### src/rtl/trap_csr_unit.sv
// Machine-mode trap/CSR unit: records traps, services mret and Zicsr accesses,
// runs the flush/redirect handshake and the mcycle/minstret counters.
module trap_csr_unit #(
    parameter int              XLEN        = 32,
    parameter logic [XLEN-1:0] MTVEC_RESET = 32'h0000_0100
) (
    input  logic            clk,
    input  logic            rst,
    input  logic            exc_req,
    input  logic [XLEN-1:0] exc_pc,
    input  logic [3:0]      exc_cause,
    input  logic [XLEN-1:0] exc_tval,
    output logic            exc_ack,
    input  logic            mret_req,
    input  logic [1:0]      csr_op,
    input  logic [11:0]     csr_addr,
    input  logic [XLEN-1:0] csr_wdata,
    output logic [XLEN-1:0] csr_rdata,
    output logic            csr_illegal,
    input  logic            retire,
    output logic            flush_req,
    input  logic            flush_ack,
    output logic            redirect,
    output logic [XLEN-1:0] redirect_pc,
    output logic            busy
);
    localparam logic [11:0] A_MSTATUS   = 12'h300;
    localparam logic [11:0] A_MTVEC     = 12'h305;
    localparam logic [11:0] A_MEPC      = 12'h341;
    localparam logic [11:0] A_MCAUSE    = 12'h342;
    localparam logic [11:0] A_MTVAL     = 12'h343;
    localparam logic [11:0] A_MCYCLE    = 12'hB00;
    localparam logic [11:0] A_MINSTRET  = 12'hB02;
    localparam logic [11:0] A_MCYCLEH   = 12'hB80;
    localparam logic [11:0] A_MINSTRETH = 12'hB82;

    localparam logic [1:0] OP_NONE  = 2'd0;
    localparam logic [1:0] OP_WRITE = 2'd1;
    localparam logic [1:0] OP_SET   = 2'd2;
    localparam logic [1:0] OP_CLEAR = 2'd3;

    typedef enum logic [1:0] {IDLE, FLUSH, REDIRECT} state_t;

    state_t          state;
    logic            mie;
    logic            mpie;
    logic [XLEN-1:0] mtvec;
    logic [XLEN-1:0] mepc;
    logic [XLEN-1:0] mcause;
    logic [XLEN-1:0] mtval;
    logic [XLEN-1:0] target;
    logic [63:0]     mcycle;
    logic [63:0]     minstret;

    logic            csr_hit;
    logic [XLEN-1:0] wval;
    logic            csr_we;
    logic            take_trap;
    logic            take_mret;
    logic [63:0]     mcycle_inc;
    logic [63:0]     minstret_inc;

    always_comb begin
        csr_hit   = 1'b1;
        csr_rdata = '0;
        case (csr_addr)
            A_MSTATUS: begin
                csr_rdata[3] = mie;
                csr_rdata[7] = mpie;
            end
            A_MTVEC:     csr_rdata = mtvec;
            A_MEPC:      csr_rdata = mepc;
            A_MCAUSE:    csr_rdata = mcause;
            A_MTVAL:     csr_rdata = mtval;
            A_MCYCLE:    csr_rdata = XLEN'(mcycle[31:0]);
            A_MCYCLEH:   csr_rdata = XLEN'(mcycle[63:32]);
            A_MINSTRET:  csr_rdata = XLEN'(minstret[31:0]);
            A_MINSTRETH: csr_rdata = XLEN'(minstret[63:32]);
            default:     csr_hit   = 1'b0;
        endcase
    end

    always_comb begin
        case (csr_op)
            OP_WRITE: wval = csr_wdata;
            OP_SET:   wval = csr_rdata | csr_wdata;
            OP_CLEAR: wval = csr_rdata & ~csr_wdata;
            default:  wval = csr_rdata;
        endcase
    end

    assign take_trap   = (state == IDLE) && exc_req;
    assign take_mret   = (state == IDLE) && mret_req && !exc_req;
    assign csr_illegal = (csr_op != OP_NONE) && !csr_hit;

    // set/clear with a zero mask must not write, otherwise a counter would
    // lose its increment for that cycle.
    assign csr_we = (state == IDLE) && (csr_op != OP_NONE) && csr_hit
                    && !exc_req && !mret_req
                    && !((csr_op != OP_WRITE) && (csr_wdata == '0));

    assign exc_ack     = take_trap;
    assign flush_req   = (state == FLUSH);
    assign redirect    = (state == REDIRECT);
    assign busy        = (state != IDLE);
    assign redirect_pc = target;

    always_ff @(posedge clk or posedge rst) begin
        if (rst) begin
            state  <= IDLE;
            mie    <= 1'b0;
            mpie   <= 1'b0;
            mtvec  <= MTVEC_RESET;
            mepc   <= '0;
            mcause <= '0;
            mtval  <= '0;
            target <= '0;
        end else begin
            if (csr_we) begin
                case (csr_addr)
                    A_MSTATUS: begin
                        mie  <= wval[3];
                        mpie <= wval[7];
                    end
                    A_MTVEC:  mtvec  <= {wval[XLEN-1:2], 2'b00};
                    A_MEPC:   mepc   <= {wval[XLEN-1:2], 2'b00};
                    A_MCAUSE: mcause <= wval;
                    A_MTVAL:  mtval  <= wval;
                    default:  ;
                endcase
            end
            case (state)
                IDLE: begin
                    if (take_trap) begin
                        mepc   <= {exc_pc[XLEN-1:2], 2'b00};
                        mcause <= XLEN'(exc_cause);
                        mtval  <= exc_tval;
                        mpie   <= mie;
                        mie    <= 1'b0;
                        target <= mtvec;
                        state  <= FLUSH;
                    end else if (take_mret) begin
                        mie    <= mpie;
                        mpie   <= 1'b1;
                        target <= mepc;
                        state  <= FLUSH;
                    end
                end
                FLUSH:    if (flush_ack) state <= REDIRECT;
                REDIRECT: state <= IDLE;
                default:  state <= IDLE;
            endcase
        end
    end

    assign mcycle_inc   = mcycle + 64'd1;
    assign minstret_inc = minstret + {63'd0, retire && (state == IDLE)};

    // Each half takes the write or the incremented value, so a carry out of
    // an unwritten low half still reaches the high half.
    always_ff @(posedge clk or posedge rst) begin
        if (rst) begin
            mcycle   <= '0;
            minstret <= '0;
        end else begin
            mcycle   <= mcycle_inc;
            minstret <= minstret_inc;
            if (csr_we) begin
                case (csr_addr)
                    A_MCYCLE:    mcycle[31:0]    <= wval[31:0];
                    A_MCYCLEH:   mcycle[63:32]   <= wval[31:0];
                    A_MINSTRET:  minstret[31:0]  <= wval[31:0];
                    A_MINSTRETH: minstret[63:32] <= wval[31:0];
                    default:     ;
                endcase
            end
        end
    end
endmodule

### config.mk
export PLATFORM = sky130hd
export DESIGN_NAME = trap_csr_unit
export DESIGN_NICKNAME = d
export VERILOG_FILES = /design/src/rtl/trap_csr_unit.sv
export SDC_FILE = /design/constraint.sdc
export NUM_CORES = 1
export LEC_CHECK = 0
export BUFFER_PORTS_ARGS = -buffer_cell sky130_fd_sc_hd__buf_2
export CELL_PAD_IN_SITES_DETAIL_PLACEMENT = 1
export CELL_PAD_IN_SITES_GLOBAL_PLACEMENT = 1
export CORE_MARGIN = 2
export CORE_UTILIZATION = 48
export CTS_BUF_LIST = sky130_fd_sc_hd__clkbuf_8 sky130_fd_sc_hd__clkbuf_16
export DETAILED_ROUTE_END_ITERATION = 10
export PLACE_DENSITY_LB_ADDON = 0.1
export SYNTH_ARGS = -nofsm -noshare
export SYNTH_HDL_FRONTEND = slang
export SYNTH_SLANG_ARGS = --single-unit
### constraint.sdc
create_clock -name clk -period 17.5 [get_ports clk]
set_input_delay 1.75 -clock clk [delete_from_list [all_inputs] [get_ports clk]]
set_output_delay 1.75 -clock clk [all_outputs]
set_load 0.005 [all_outputs]
==> metrics <==
r2r startpoint=state[1]; Synth top area share=40.0%; Peak VDD IR=67.5 uV; syn nets=2167; hold bufs inserted after CTS=0; reg2reg end=minstret[62]; count of pins over their slew limit=0; RePlAce Congestion=0.980; worst reg2reg setup slack=13.84 ns; FILL cells=4353; post-CTS setup buffers=0; post-synthesis sequential area ratio=40.1%; GR Util met3=8.36%; WP data arrival=4.80 ns; gr usage total=42.1%; Crit. End Element=primary output; Synth warnings=0; Die Span Y=198 um; Longest Clk Path Bufs=3; top-count cell post-synth=dfrtp_1; Clock Latency Late Sink=0.57 ns; post-route ant nets=0; Sink Count=290; Max Fanout on Critical Path=43; min-delay worst type=reg2reg; distinct cell type count after synthesis=91; DR vias=18350; CTS tree=done; WHS Endpoint=redirect_pc[27]; final setup TNS=0 ns; pwr/cell area=104 nW/um^2; gr busiest metal=met2; Slew Limit Headroom=9.15%; syn avg cell area=8.85 um^2; number of global-route vias before repair=18031; status=finished, final reports clean; clock skew=0.0313 ns; initial antenna violation count=5; Async SR Flop Fraction=100%; Initial Utilization=48.3%; top cells by area, synth=dfrtp_1 (40%), mux2i_1 (5.5%), nand2_1 (4.1%), xor2_1 (3.5%), nand3_1 (3.3%); share of layout cells above drive strength 1=16.6%; critical path class=in2out; post-CTS sizing=0; top_reg_cell synth=dfrtp_1; vias per cell=6.84; clock-pin slew on the worst setup and hold paths=0.05 ns; met1 global-route usage=57.3%; Placement Rows=71; DR WL/cell=30.6 um; Buffers on Ports=186; Startpoint Class=primary input; H-tree Lvls=2; detailed placement HPWL=59400 um; nets=2270; Post-synth top cells=dfrtp_1 (289), nand2_1 (196), nor2_1 (147); DRC Markers=0; DIE AREA=39200 um^2; synthesis-stage register bit count=290; worst hold path depth=2; Lkg Pwr=8.83 nW; area delta synth->final=13.6%; Worst-Margin Slew=1.36 ns; mapped cell area=18100 um^2; met2 Track Usage GR=65.0%; unrepaired setup endpoints after global routing=false; TritonCTS Buffers=36; DIE WIDTH=198 um; first-pass GRT wire length=121000 um; Iteration-0 DRC Markers=2107; I/O pin total=189; pre-CTS setup slack=11.15 ns; Max Fclk=153 MHz; Total Wirelength=82100 um; cell taking the most area after synthesis=dfrtp_1; Core Region=37400 um^2; WP data required=15.75 ns; pin count of the biggest net entering global routing=87; first-pass detailed-route iteration total=8; Period minus WS final=6.55 ns; GRT overflow=0; worst setup margin=10.95 ns; r2r worst-path depth=12; EDFF count, synth=0; Setup-failing EPs final=0; Max-cap violations=0; hold_sp=redirect_pc[27]; clock root buffer=clkbuf_16; synthesized instance count=2044; final number of hold-violating endpoints=0; Tcrit/Tclk final=37.4%
## state kept, by name, summed over array words and instances, names as in the netlist, 2 cells and up
signal,cells
mcycle,64
mtval,32
state,2
minstret,64
mtvec,30
mepc,32
mcause,32
redirect_pc,32
## where the power goes
group	switching (mW)	total [mW]	leakage [nW]	internal, mW
clock network	0.313	0.757	0.600	0.444
logic	0.326	0.510	4.54	0.184
registers	0.0921	0.878	3.69	0.786
total	0.731	2.14	8.83	1.41
## layout make-up
cell class | instances | area, um^2 | area share (%)
antenna | 3 | 7.51 | 0.0365
sequential | 290 | 7260 | 35.3
clock inverter | 18 | 156 | 0.761
tap | 511 | 639 | 3.11
clock buffer | 43 | 1020 | 4.96
multi-input combinational | 1549 | 10000 | 48.9
timing repair buffer | 230 | 1260 | 6.15
inverter | 40 | 160 | 0.779
## cell usage in the layout, fill, tap and decap left out, drive strengths merged, types with 12 or more instances in the layout
cell type / netlist / routed
mux2i: 100 / 100
nor2: 149 / 149
nand2: 198 / 198
o211ai: 25 / 25
nand4: 72 / 72
nor3b: 12 / 12
and2: 17 / 17
nand3b: 15 / 15
a22oi: 63 / 63
xor2: 73 / 73
clkbuf: 96 / 43
a21oi: 113 / 113
and4: 20 / 20
dfrtp: 289 / 289
xnor2: 48 / 48
a31oi: 16 / 16
nor4: 63 / 63
buf: 69 / 230
and3: 33 / 33
o21ai: 148 / 148
nor3: 50 / 50
mux2: 28 / 28
a221oi: 13 / 13
inv: 40 / 47
nand3: 121 / 121
## layer usage
metal	share of wire, %	wire length (um)	up-vias
li1	-	-	7809
met1	41	33600	9339
met2	45	36800	990
met3	9.5	7780	206
met4	4.7	3870	6
met5	0.041	34	-
## metrics by stage
stage               instances  area [um^2]  util (%)  power, mW  hold slack (ns)
floorplan                2044        18100         -       1.16            0.463
global placement         2620        19400      51.8       1.36            0.458
detailed placement       2620        19400      51.8       1.39            0.465
CTS                      2681        20500      54.9       2.14            0.477
global route             2681        20500      54.9       2.23            0.501
finish                   2684        20500      54.9       2.14            0.470
## worst max-delay path: stages
cell and delay (ns):
buf_4 0.56, nor4bb_4 0.65, nand2_1 0.62, o32ai_1 0.74
a21oi_1 0.13, nand2_1 0.18, buf_2 0.14
## worst max path at each step
stage / end / depth (start not counted) / start
global placement: csr_rdata[2] / 7 / csr_addr[1]
global route: csr_rdata[31] / 8 / csr_addr[1]
floorplan: mcause[0] / 1 / rst
detailed placement: csr_rdata[9] / 8 / csr_addr[1]
CTS: csr_rdata[1] / 7 / csr_addr[1]
finish: csr_rdata[1] / 7 / csr_addr[1]
## cells by family (layout without fill, tap and decap cells)
logic type | count (synthesis) | in the layout | synth area share, %
buf+inv | 205 | 331 | 4.94
mux | 128 | 128 | 7.28
other cells | 0 | 3 | 0
simple gates | 801 | 801 | 23.3
xor+xnor | 121 | 121 | 5.86
fa+ha+maj | 3 | 3 | 0.208
compound gates | 496 | 496 | 18.2
flops | 290 | 290 | 40.1
Note: power is estimated with default switching activity, not from simulation.
